`src/rtl/demux_lane_buffer.sv`:
```
// Per-lane FIFO stage behind the demux: one producer writes the selected lane, and each
// lane drains independently through its own valid/ready handshake.
module demux_lane_buffer #(
    parameter int NUM_ELEM   = 6,
    parameter int ELEM_WIDTH = 8,
    parameter int DEPTH      = 2
) (
    input  logic                                 clk_i,
    input  logic                                 arst_ni,
    input  logic                                 in_valid_i,
    input  logic [$clog2(NUM_ELEM)-1:0]          in_sel_i,
    input  logic [NUM_ELEM-1:0][ELEM_WIDTH-1:0]  in_data_i,
    output logic                                 in_ready_o,
    output logic [NUM_ELEM-1:0][ELEM_WIDTH-1:0]  lane_data_o,
    output logic [NUM_ELEM-1:0]                  lane_valid_o,
    input  logic [NUM_ELEM-1:0]                  lane_ready_i,
    output logic                                 err_o,
    output logic                                 busy_o
);

    localparam int SEL_W = $clog2(NUM_ELEM);
    localparam int CNT_W = $clog2(DEPTH + 1);
    localparam int PTR_W = (DEPTH > 1) ? $clog2(DEPTH) : 1;

    logic                sel_oob;
    logic [NUM_ELEM-1:0] lane_full;
    logic                err_reg;

    // A selector past the last lane is always accepted so the demux never stalls on it.
    assign sel_oob = ({1'b0, in_sel_i} >= (SEL_W + 1)'(NUM_ELEM));

    always_comb begin
        in_ready_o = 1'b1;
        for (int k = 0; k < NUM_ELEM; k++) begin
            if (!sel_oob && in_sel_i == SEL_W'(k)) begin
                in_ready_o = ~lane_full[k];
            end
        end
    end

    always_ff @(posedge clk_i or negedge arst_ni) begin
        if (!arst_ni) begin
            err_reg <= 1'b0;
        end else begin
            err_reg <= in_valid_i && sel_oob;
        end
    end

    assign err_o  = err_reg;
    assign busy_o = |lane_valid_o;

    genvar gi;
    generate
        for (gi = 0; gi < NUM_ELEM; gi++) begin : g_lane
            logic [ELEM_WIDTH-1:0] mem_reg [DEPTH];
            logic [PTR_W-1:0]      wr_ptr_reg, wr_ptr_next;
            logic [PTR_W-1:0]      rd_ptr_reg, rd_ptr_next;
            logic [CNT_W-1:0]      count_reg, count_next;
            logic                  push, pop;

            assign lane_full[gi]    = (count_reg == CNT_W'(DEPTH));
            assign lane_valid_o[gi] = (count_reg != '0);
            assign lane_data_o[gi]  = mem_reg[rd_ptr_reg];

            // Fullness is judged before this cycle's pop, so a full lane refuses even when draining.
            assign push = in_valid_i && !sel_oob && (in_sel_i == SEL_W'(gi)) && !lane_full[gi];
            assign pop  = lane_valid_o[gi] && lane_ready_i[gi];

            always_comb begin
                wr_ptr_next = wr_ptr_reg;
                rd_ptr_next = rd_ptr_reg;
                count_next  = count_reg;
                if (push) begin
                    wr_ptr_next = (wr_ptr_reg == PTR_W'(DEPTH - 1)) ? '0 : wr_ptr_reg + 1'b1;
                end
                if (pop) begin
                    rd_ptr_next = (rd_ptr_reg == PTR_W'(DEPTH - 1)) ? '0 : rd_ptr_reg + 1'b1;
                end
                case ({push, pop})
                    2'b10:   count_next = count_reg + 1'b1;
                    2'b01:   count_next = count_reg - 1'b1;
                    default: count_next = count_reg;
                endcase
            end

            always_ff @(posedge clk_i or negedge arst_ni) begin
                if (!arst_ni) begin
                    wr_ptr_reg <= '0;
                    rd_ptr_reg <= '0;
                    count_reg  <= '0;
                    for (int i = 0; i < DEPTH; i++) begin
                        mem_reg[i] <= '0;
                    end
                end else begin
                    wr_ptr_reg <= wr_ptr_next;
                    rd_ptr_reg <= rd_ptr_next;
                    count_reg  <= count_next;
                    if (push) begin
                        mem_reg[wr_ptr_reg] <= in_data_i[gi];
                    end
                end
            end
        end
    endgenerate

endmodule

```
`config.mk`:
```
export PLATFORM = sky130hd
export DESIGN_NAME = demux_lane_buffer
export DESIGN_NICKNAME = d
export VERILOG_FILES = /design/src/rtl/demux_lane_buffer.sv
export SDC_FILE = /design/constraint.sdc
export NUM_CORES = 1
export LEC_CHECK = 0
export ABC_AREA = 1
export CORE_ASPECT_RATIO = 1.25
export CORE_MARGIN = 3
export CORE_UTILIZATION = 40
export CTS_CLUSTER_DIAMETER = 200
export DETAILED_ROUTE_END_ITERATION = 10
export PLACE_DENSITY = 0.61
export REMOVE_ABC_BUFFERS = 1
export SETUP_SLACK_MARGIN = 0.05
export SYNTH_ARGS = -nofsm -noshare
export SYNTH_HDL_FRONTEND = slang
export SYNTH_SLANG_ARGS = --single-unit
```
`constraint.sdc`:
```
create_clock -name clk_i -period 3.4 [get_ports clk_i]
set_input_delay 0.51 -clock clk_i [delete_from_list [all_inputs] [get_ports clk_i]]
set_output_delay 0.51 -clock clk_i [all_outputs]
set_load 0.03 [all_outputs]
```
# == Yosys cells after proc, flatten, opt, wreduce, memory -nomap -nowiden ==
# Index checks and enable logic that the tools add are counted.
# totals
input_bits,60
output_inout_bits,57
ff_bits,121
wordCells,228
# op_classes
n_lt_le_gt_ge,19
muxes,60
n_reduce_logical,53
eq_ne,23
n_addsub,24
bitwise,18
# op_table
cell,n
8-bit two-way mux,24
16-bit bitwise mux,6
8-bit demux with 1-bit select,6
1-bit logical AND,32
"2-bit equality test, second input constant",12
"2-bit greater-or-equal comparator, second input constant",12
1-bit NOT with 2-bit output,12
2-bit one-hot mux with 2 select lines,6
2-bit nonzero test,12
1-bit two-way mux,18
"1-bit adder, second input constant",12
"2-bit by 1-bit adder with 2-bit output, second input constant",6
"2-bit by 1-bit equality test with 1-bit output, second input constant",6
"2-bit by 1-bit < comparator with 1-bit output, second input constant",6
"2-bit by 1-bit subtractor with 2-bit output, second input constant",6
1-bit logical NOT,7
"3-bit by 2-bit equality test with 1-bit output, second input constant",2
"3-bit equality test, second input constant",2
1-bit NOT,6
6-bit OR reduction,1
"3-bit by 1-bit equality test with 1-bit output, second input constant",1
"3-bit greater-or-equal comparator, second input constant",1
3-bit logical NOT,1

# == Depth between registers and ports, before layout ==
# Gate-level depths: netlist of run 1.
# depth
depth_word,9
mapped_depth,11

# == Worst setup path after synthesis of run 1 ==
# No wires, ideal clock.
# synth_timing
path_type,input-to-reg
from,in in_sel_i[1]
to,reg g_lane[5].count_reg[1]
setup_slack_ps,1454
stages,9
setup_ps,131
path_buffers,1
arrival_ps,1815
path_cell_list,inv_1 > nand3_1 > a21oi_1 > nand2_1 > buf_2 > ha_1 > a21oi_1 > o21ai_0 > xor2_1
# synth_via
elab_chain_len,7
elab_cells_between_ends,10
cone_classes,1 x order compare; 3 x eq/ne; 1 x mux; 5 x reduce/logical
# synth_rtl
element,line,text
from (decl),11,"input logic [$clog2(NUM_ELEM)-1:0] in_sel_i,"
3-bit greater-or-equal comparator,30,"assign sel_oob = ({1'b0, in_sel_i} >= (SEL_W + 1)'(NUM_ELEM));"
1-bit logical NOT,66,assign push = in_valid_i && !sel_oob && (in_sel_i == SEL_W'(gi)) && !lane_full[gi];
1-bit logical AND,66,
1-bit logical AND (*) (2 in a row),66,
2-bit by 1-bit equality test with 1-bit output or 2-bit equality test (tied branches),79,"case ({push, pop})"
2-bit one-hot mux with 2 select lines or 2-bit nonzero test (tied branches),--,
to (signal assigned),97,count_reg <= count_next;
to (decl),58,"logic [CNT_W-1:0] count_reg, count_next;"
# Mark *: on every way between the ends. The rest lies on a longest branch, timed or not.
# A chain may end at the register's enable or synchronous reset.

# == Final worst setup path of run 1 ==
# layout_timing
from,in in_sel_i[1]
to,out in_ready_o
# layout_via
elab_chain_len,9
elab_cells_between_ends,20
cone_classes,1 x order compare; 5 x eq/ne; 6 x mux; 8 x reduce/logical
# layout_rtl
element,line,text
3-bit greater-or-equal comparator,30,
1-bit logical NOT,35,if (!sel_oob && in_sel_i == SEL_W'(k)) begin
1-bit logical AND,35,
1-bit two-way mux (5 in a row),35,
1-bit two-way mux (*),35,
to (decl),13,"output logic in_ready_o,"
# Marked as above.

==> impl_metrics.csv, run 1 <==
group,metric,value,unit
power_and_ir_drop,p_switching,3.083,mW
floorplan,ioPinCount,117,
cts,cts_resized,0,
floorplan,die_area,15350,sq um
power_and_ir_drop,clkPwrFrac,23.1,%
critical_path,arrival,2.57,ns
sta,drv_slew,0,
yosys,synth_area,5555,sq um
placed_design,hpwl,8.805,mm
yosys,yosys_warnings,0,
drt,vias,4540,
cts,clkTransAtPathRegs,0.05,ns
critical_path,reg2reg_from,"g_lane[1].count_reg[0]",
power_and_ir_drop,p_leak,3.447,nW
cts,cts_buffers,17,
critical_path,timing.rr.end,"g_lane[1].count_reg[1]",
yosys,synth.avg_cell_area,8.600,sq um
cts,cts_tree,"built",
placed_design,place_congestion,0.8177,
power_and_ir_drop,ir_drop,0.5301,mV
global_routing,grt_pass1_vias,4526,
sta,tightest_slew,0.7458,ns
final_layout,antennaDiodeCount,0,
global_routing,overflow,0,
final_layout,nNetsFinal,826,
floorplan,rows,47,
cts,cts-hold-fix-buffers,0,
critical_path,cp.required,2.89,ns
cts,cts_buffer_depth,2,
critical_path,worstPathMaxFanout,5,
drt,wire_per_inst,13.10,um
power_and_ir_drop,finalPower,7.828,mW
sta,hold_viol,0,
sta,rsz0062_at_grt,"false",
min_path,hp-class,"in2async",
floorplan,die_h,137.8,um
final_layout,drive_gt1_share,8.021,%
final_layout,area_delta_synth_final,33.74,%
job,drv_cap,0,
drt,avgViaCountPerCell,4.809,
yosys,ys_ff_latch,121,
critical_path,path_class,"in2out",
sta,period_minus_slack,3.081,ns
yosys,ys_types,30,
yosys,postSynthCellCount,646,
sta,setup_viol,0,
drt,wirelength,12.36,mm
floorplan,initial_utilization,41.43,%
sta,max_freq,0.3245,GHz
critical_path,cp-end-kind,"output port",
cts,clk-insertion-delay-late,0.40,ns
drt,dr.pass1.iters,4,
power_and_ir_drop,switching_share,39.39,%
global_routing,grt_max_degree,67,
sta,timing.slew.headroom,50.28,%
floorplan,core,13410,sq um
status,status,"completed",
global_routing,antenna_found_initial,0,
power_and_ir_drop,p_int,4.745,mW
sta,setup_tns,0,ns
critical_path,r2r_slack,1.51,ns
cts,root_buffer,"clkbuf_16",
power_and_ir_drop,power.density,1054,nW/um^2
cts,h-tree-depth,4,
yosys,yosysSeqAreaShare,54.50,%
global_routing,grt_util_all_layers,16.70,%
global_routing,grt_pass1_wl,20.90,mm
sta,skew,0.009016,ns
drt,postRouteAntennaNets,0,
final_layout,largest_reg_flops,96,
floorplan,fp.dieW,111.4,um
critical_path,r2r_cells,8,
power_and_ir_drop,p_comb_share,43.4,%
power_and_ir_drop,share_seq_of_total_power,33.5,%
cts,cts_setup_buffers,0,
sta,fin_crit_sh,90.62,%
drt,drc,0,
critical_path,start_kind,"input pin",
drt,drt_iter0_markers,267,
cts,cts.sinks,121,
placed_design,port_buffers,116,
## cells in the mapped netlist
cell type	instances	area, sq um
nand3_2	1	10.01
o21bai_1	1	7.510
clkinv_1	5	18.77
buf_6	1	11.26
inv_2	2	7.510
buf_4	2	15.01
nor3_1	1	5.000
buf_2	7	35.03
nand4_1	1	6.260
clkbuf_1	11	41.29
o21ai_0	126	630.6
a21oi_1	9	45.04
a21oi_2	1	8.760
nor2_4	5	56.30
o21ai_2	8	70.07
nor2_1	9	33.78
nor3_2	1	10.01
nand3_1	4	20.02
nor2_2	4	25.02
or2_1	2	12.51
nand2_2	2	12.51
buf_8	1	15.01
xnor2_1	12	105.1
ha_1	6	75.07
xor2_1	10	87.58
dfrtp_1	121	3028
inv_1	73	274.0
nor4_1	1	6.260
mux2_2	8	90.09
nand2_1	211	792.0
## layer usage
metal  wire (um)  vias to the layer above  global-route usage [%]  part of all wire (%)
met1        5611                     2145                   21.42                    45
met2        6043                      114                   27.60                    49
met4         220                        0                   7.099                   1.8
met5           0                        -                       0                     0
met3         488                       21                   3.559                   3.9
li1            -                     2260                       -                     -
## per-stage QoR
step	worst slack, ns	hold slack [ns]	std cells	instance area [sq um]	utilization (%)
floorplan	1.477	0.2144	624	5438	-
global placement	0.3671	0.4631	912	6830	50.94
detailed placement	0.3515	0.4710	912	6830	50.94
CTS	0.3316	0.1714	944	7430	55.41
global route	0.1603	0.1955	944	7430	55.41
finish	0.3188	0.1585	944	7430	55.41
## cell type report
type | instances | area (sq um)
fillers | 1229 | 5978
flip-flops and latches | 121 | 3028
multi-input cells | 423 | 2110
repair buffers | 117 | 1179
clock buffers | 24 | 481.7
inverters | 80 | 300.3
well taps | 171 | 214.0
clock inverters | 8 | 117.6
## logic make-up (layout without fill, tap and decap cells)
family | count (synthesis) | count (layout) | synth area share (%)
AOI/OAI and AO/OA | 145 | 145 | 13.72
buffers and inverters | 102 | 229 | 7.522
and+or+nand+nor | 242 | 242 | 17.82
muxes | 8 | 8 | 1.622
xor gates and xnor gates | 22 | 22 | 3.468
DFF | 121 | 121 | 54.50
adders and majority gates | 6 | 6 | 1.351
## placed cells by master, fill, tap and decap left out, drive strengths merged, types with 2 or more instances in the layout
master and n:
a21oi 10, buf 2, bufinv 3, clkbuf 24
clkdlybuf4s50 115, clkinv 9, dfrtp 121, ha 6
inv 75, mux2 8, nand2 213, nand3 5
nor2 18, nor3 2, o21ai 134, or2 2
xnor2 12, xor2 10
## power groups by stage
stage / clock [mW] / combinational [mW] / sequential [mW]
6_report: 1.81 / 3.39 / 2.62
5_1_grt: 1.92 / 3.71 / 2.72
4_1_cts: 1.85 / 3.45 / 2.63
3_5_place_dp: 0 / 3.42 / 2.64
3_3_place_gp: 0 / 3.37 / 2.61
2_1_floorplan: 0 / 2.15 / 2.51
## critical path, stage by stage
cell             delay (ns)
clkdlybuf4s50_1        0.52
inv_1                  0.11
nor2_2                 0.11
inv_1                  0.07
nor2_2                 0.17
nor2_1                 0.07
nand2_1                0.06
nand2_1                0.04
nand2_1                0.05
nand2_1                0.05
nand2_1                0.11
clkdlybuf4s50_1        0.69
## worst max-delay path by stage
stage                startpoint                      to  cells after the start
finish              in_sel_i[1]              in_ready_o                     12
global route        in_sel_i[1]              in_ready_o                     12
CTS                 in_sel_i[1]              in_ready_o                     12
detailed placement  in_sel_i[1]              in_ready_o                     12
global placement    in_sel_i[1]              in_ready_o                     12
floorplan           in_sel_i[1]  g_lane[5].count_reg[1]                      8
Note: power is estimated with default switching activity, not from simulation.
==> inputs of run 2 (changes only) <==
Settings changed: GPL_ROUTABILITY_DRIVEN set to 0, PLACE_DENSITY 0.61 to 0.69.
==> run 2 against run 1 <==
Effect of this change: non-clock buffer count rose by 1; combinational power hardly changed; clock power decreased by 3%; first-iteration DRC count fell by 20%; die area is the same; cell count grew 0.11%; sequential share of layout area increased by 0.069 points; clock skew shrank 0.0011 ns; hold slack gained 0.038 ns; fmax shrank 0.51%; sequential cell count did not move; critical endpoint unchanged; largest cell class unchanged.
==> impl_metrics.csv, run 2 (synthesis gave the netlist of run 1 again) <==
group,metric,value,unit
cts,cts_tree,"built",
global_routing,grt_pass1_wl,21.11,mm
critical_path,slowest_stage,"clkdlybuf4s50_1",
power_and_ir_drop,p_comb_share,43.8,%
critical_path,worst_path_dominant_cell_family,"buffers and inverters",
final_layout,largest_reg_flops,96,
sta,period_minus_slack,3.097,ns
final_layout,area_delta_synth_final,33.51,%
final_layout,final_util,55.32,%
cts,cts_setup_buffers,0,
drt,avgViaCountPerCell,4.796,
drt,postRouteAntennaNets,0,
drt,vias,4532,
final_layout,final_common_cell,"nand2_1",
critical_path,cpPeakStageDelay,0.69,ns
critical_path,r2r_slack,1.42,ns
final_layout,nFillCells,1218,
min_path,hp-class,"in2async",
power_and_ir_drop,ir_drop,0.5403,mV
global_routing,antenna_found_initial,0,
power_and_ir_drop,finalPower,7.787,mW
cts,clk-insertion-delay-late,0.40,ns
sta,skew,0.007952,ns
critical_path,timing.rr.end,"g_lane[1].count_reg[1]",
cts,h-tree-depth,4,
global_routing,overflow,0,
placed_design,port_buffers,116,
critical_path,path_buf_inv,4,
critical_path,start_kind,"input pin",
critical_path,worstPathMaxFanout,5,
drt,dr.pass1.iters,5,
floorplan,core,13410,sq um
drt,drt_iter0_markers,214,
final_layout,final_cell_mix,"nand2_1, o21ai_0, dfrtp_1, clkdlybuf4s50_1, inv_1",
cts,cts-hold-fix-buffers,0,
floorplan,ioPinCount,117,
drt,wirelength,12.58,mm
final_layout,multiInputGateArea,2110,sq um
floorplan,initial_utilization,41.43,%
final_layout,nNetsFinal,827,
power_and_ir_drop,clkPwrFrac,22.6,%
critical_path,cp.required,2.89,ns
cts,cts_resized,0,
sta,max_freq,0.3229,GHz
status,status,"completed",
sta,drv_slew,0,
critical_path,cp_common_cell,"nand2_1",
power_and_ir_drop,share_seq_of_total_power,33.6,%
cts,root_buffer,"clkbuf_16",
global_routing,grt_pass1_vias,4655,
drt,drc,0,
critical_path,crit_path_end,"in_ready_o",
global_routing,grt_util_all_layers,16.82,%
cts,cts_buffer_depth,2,
sta,tightest_slew,0.8109,ns
floorplan,rows,47,
global_routing,grt_max_degree,65,
placed_design,hpwl,9.178,mm
sta,fin_crit_sh,91.09,%
cts,cts.sinks,121,
critical_path,cp_cell_sequence,"clkdlybuf4s50_1 > inv_1 > nor2_2 > inv_1 > nor2_2 > nor2_1 > nand2_1 > nand2_1 > nand2_1 > nand2_1 > nand2_1 > clkdlybuf4s50_1",
power_and_ir_drop,p_leak,3.430,nW
job,drv_cap,0,
critical_path,path_class,"in2out",
critical_path,cp.depth,12,
sta,setup_viol,0,
critical_path,cp-end-kind,"output port",
placed_design,preCtsSetupSlack,0.3242,ns
cts,cts_buffers,17,
critical_path,arrival,2.59,ns
floorplan,die_area,15350,sq um
floorplan,die_h,137.8,um
sta,timing.slew.headroom,45.94,%
final_layout,antennaDiodeCount,0,
power_and_ir_drop,p_switching,3.116,mW
sta,hold_viol,0,
sta,rsz0062_at_grt,"false",
cts,clkTransAtPathRegs,0.05,ns
final_layout,seqCellArea,3028,sq um
sta,worst_slack,0.3028,ns
power_and_ir_drop,switching_share,40.01,%
floorplan,fp.dieW,111.4,um
sta,setup_tns,0,ns
critical_path,r2r_cells,8,
drt,wire_per_inst,13.31,um
final_layout,drive_gt1_share,8.527,%
power_and_ir_drop,p_int,4.672,mW
critical_path,crit_start,"in_sel_i[1]",
critical_path,reg2reg_from,"g_lane[1].count_reg[0]",
power_and_ir_drop,power.density,1050,nW/um^2
-- run 2: metal layers --
metal	global-route usage, %	share of wire (%)
met1	20.53	44
met5	0	0
met3	4.086	4.4
met4	5.341	1.2
met2	29.51	50
-- run 2: how the worst min path moves through the flow --
stage                               from                   end  slack [ns]  cells past startpoint
floorplan                        arst_ni                 err_o        0.21                      0
global placement    g_lane[2].wr_ptr_reg  g_lane[2].wr_ptr_reg        0.46                      2
detailed placement  g_lane[2].wr_ptr_reg  g_lane[2].wr_ptr_reg        0.46                      2
CTS                              arst_ni  g_lane[2].mem_reg[2]        0.24                      1
global route                     arst_ni  g_lane[2].mem_reg[2]        0.25                      1
finish                           arst_ni  g_lane[2].mem_reg[2]        0.20                      1
-- run 2: layout make-up --
type | count | share of cell area, %
clock buffers | 21 | 6.343
multi-input cells | 423 | 28.44
inverters | 80 | 4.049
flip-flops and latches | 121 | 40.82
clock inverters | 11 | 1.636
repair buffers | 118 | 15.82
well taps | 171 | 2.885
-- run 2: power groups by stage --
stage / Combinational [mW] / Sequential [mW] / Clock (mW)
4_1_cts: 3.46 / 2.62 / 1.80
5_1_grt: 3.74 / 2.72 / 1.86
6_report: 3.41 / 2.62 / 1.76
3_5_place_dp: 3.44 / 2.64 / 0
2_1_floorplan: 2.15 / 2.51 / 0
3_3_place_gp: 3.37 / 2.60 / 0
-- run 2: per-stage QoR --
| step | cells | area (sq um) | hold WS (ns) |
|---|---|---|---|
| global placement | 913 | 6825 | 0.4582 |
| floorplan | 624 | 5438 | 0.2144 |
| detailed placement | 913 | 6825 | 0.4598 |
| CTS | 945 | 7417 | 0.2361 |
| global route | 945 | 7417 | 0.2506 |
| finish | 945 | 7417 | 0.1963 |
==> inputs of run 3 (changes only) <==
Settings changed: ABC_AREA 1 to 0.
==> run 3 against run 2 <==
Effect of this change: sequential cell count did not move; combinational power rose by 7.0%; worst setup slack improved by 0.14 ns; critical path depth fell by 8; clock skew rose by 0.00090 ns; critical path type is now reg2out; critical endpoint is now busy_o; largest power group unchanged; highest routed layer unchanged.
==> impl_metrics.csv, run 3 <==
group,metric,value,unit
critical_path,cp-end-kind,"output port",
power_and_ir_drop,p_leak,3.311,nW
cts,cts.sinks,121,
critical_path,arrival,2.44,ns
yosys,yosysSeqAreaShare,53.02,%
floorplan,initial_utilization,41.16,%
final_layout,final_cell_mix,"dfrtp_1, clkdlybuf4s50_1, mux2_2, mux2_4, xnor2_1",
yosys,postSynthCellCount,371,
critical_path,worstPathMaxFanout,4,
critical_path,cp.required,2.89,ns
global_routing,grt_max_degree,51,
placed_design,port_buffers,116,
critical_path,cp_cell_sequence,"or2_1 > or2_2 > or4_1 > clkdlybuf4s50_1",
cts,root_buffer,"clkbuf_16",
yosys,yosys_most_used_dff,"dfrtp_1",
power_and_ir_drop,finalPower,8.157,mW
yosys,synthArstFlopShare,100.0,%
status,status,"completed",
sta,hold_viol,0,
job,drv_cap,0,
floorplan,fp.dieW,112.9,um
yosys,ys_ff_latch,121,
global_routing,grt_pass1_wl,19.73,mm
sta,fin_crit_sh,86.86,%
sta,setup_viol,0,
floorplan,ioPinCount,117,
drt,avgViaCountPerCell,4.916,
final_layout,nFillCells,1150,
yosys,yosys_warnings,0,
global_routing,antenna_found_initial,0,
yosys,synth_area_leaders,"dfrtp_1, mux2_2, mux2_4",
final_layout,final_common_cell,"dfrtp_1",
cts,cts_resized,0,
floorplan,rows,48,
sta,rsz0062_at_grt,"false",
sta,timing.slew.headroom,58.90,%
cts,clk-insertion-delay-late,0.41,ns
final_layout,nNetsFinal,560,
floorplan,die_h,139.6,um
sta,drv_slew,0,
sta,worst_slack,0.4468,ns
drt,drc,0,
sta,period_minus_slack,2.953,ns
yosys,ys_types,27,
critical_path,path_class,"reg2out",
cts,cts_tree,"built",
power_and_ir_drop,ir_drop,0.5284,mV
drt,postRouteAntennaNets,0,
critical_path,slowest_stage,"clkdlybuf4s50_1",
floorplan,die_area,15760,sq um
yosys,synth.avg_cell_area,15.39,sq um
cts,h-tree-depth,4,
drt,wirelength,11.90,mm
sta,max_freq,0.3386,GHz
final_layout,largest_reg_flops,96,
drt,dr.pass1.iters,4,
cts,cts-hold-fix-buffers,0,
critical_path,start_kind,"flip-flop",
power_and_ir_drop,power.density,1073,nW/um^2
cts,cts_buffers,17,
yosys,yosysTopAreaCellShare,53.02,%
floorplan,core,13870,sq um
final_layout,area_delta_synth_final,33.13,%
drt,wire_per_inst,17.45,um
yosys,yosysMostFrequentCell,"dfrtp_1",
cts,clkTransAtPathRegs,0.06,ns
cts,cts_setup_buffers,0,
critical_path,cpPeakStageDelay,0.61,ns
cts,cts_buffer_depth,2,
global_routing,overflow,0,
yosys,synth-edff-count,0,
global_routing,grt_util_all_layers,15.81,%
sta,tightest_slew,0.6160,ns
sta,skew,0.008855,ns
drt,vias,3353,
yosys,synth_area,5710,sq um
sta,setup_tns,0,ns
placed_design,hpwl,8.362,mm
yosys,yosys-top-cells-count,"dfrtp_1, mux2_2, mux2_4",
yosys,yosysTopAreaCell,"dfrtp_1",
min_path,hp-class,"in2async",
placed_design,preCtsSetupSlack,0.4838,ns
final_layout,drive_gt1_share,34.71,%
drt,drt_iter0_markers,88,
global_routing,grt_pass1_vias,3802,
final_layout,antennaDiodeCount,0,
run 3: cell types whose count changed in the layout (fill, tap and decap cells not counted), sizes merged, moves of 7 or more:
cell	change
a21oi	-10
and2	+7
inv	-73
mux2	+136
nand2	-213
nor2	-11
o21ai	-134
run 3: layout make-up:
cell class	instances	area (sq um)	area share, %
Sequential cell	121	3028	39.83
Multi-Input combinational cell	234	2551	33.56
Timing Repair Buffer	120	1201	15.80
Clock buffer	18	429.2	5.645
Tap cell	175	219.0	2.880
Clock inverter	14	173.9	2.288
run 3: final timing paths:
kind | startpoint | endpoint | slack (ns) | depth (start not counted)
setup / recovery | g_lane[2].count_reg[0] | busy_o | 0.45 | 4
hold / removal | arst_ni | g_lane[5].mem_reg[15] | 0.10 | 1
setup reg to reg | g_lane[2].count_reg[0] | g_lane[2].mem_reg[10] | 1.59 | 3
hold reg to reg | g_lane[0].mem_reg[15] | g_lane[0].mem_reg[15] | 0.48 | 1
max in group asynchronous | arst_ni | g_lane[1].mem_reg[12] | 2.51 | 2
min in group clk_i | g_lane[0].mem_reg[15] | g_lane[0].mem_reg[15] | 0.48 | 1
run 3: cells by family after synthesis:
group	after synthesis	synth area share, %
AND/OR/NAND/NOR	51	6.946
AO/OA/AOI/OAI	1	0.1534
XOR/XNOR	30	4.601
flip-flops	121	53.02
multiplexers	146	31.66
adder cells (fa/ha/maj)	6	1.315
buffers and inverters	16	2.301
run 3: worst max-delay path, delay by kind of cell (launching register included):
| family | cells | cell delay (ns) |
|---|---|---|
| AND/OR/NAND/NOR | 3 | 1.02 |
| flip-flops | 1 | 0.42 |
| buffers and inverters | 1 | 0.61 |
run 3: per-stage QoR:
stage	std cells	hold WS, ns	utilization, %	area, sq um
5_1_grt	682	0.1478	54.80	7602
3_3_place_gp	650	0.4640	50.45	6999
6_report	682	0.1043	54.80	7602
3_5_place_dp	650	0.4755	50.45	6999
2_1_floorplan	355	0.2144	-	5579
4_1_cts	682	0.1204	54.80	7602
run 3: power by group:
part           internal [mW]  total (mW)  switching [mW]
sequential              2.14        2.67           0.536
clock                   1.16        1.83           0.677
combinational           1.95        3.65            1.70
total                   5.25        8.16            2.91
run 3: per-layer routing:
metal / track usage [%] / wire length (um)
met2: 25.59 / 5979
met4: 5.506 / 167
met1: 20.44 / 5244
met5: 0 / 0
met3: 4.306 / 508
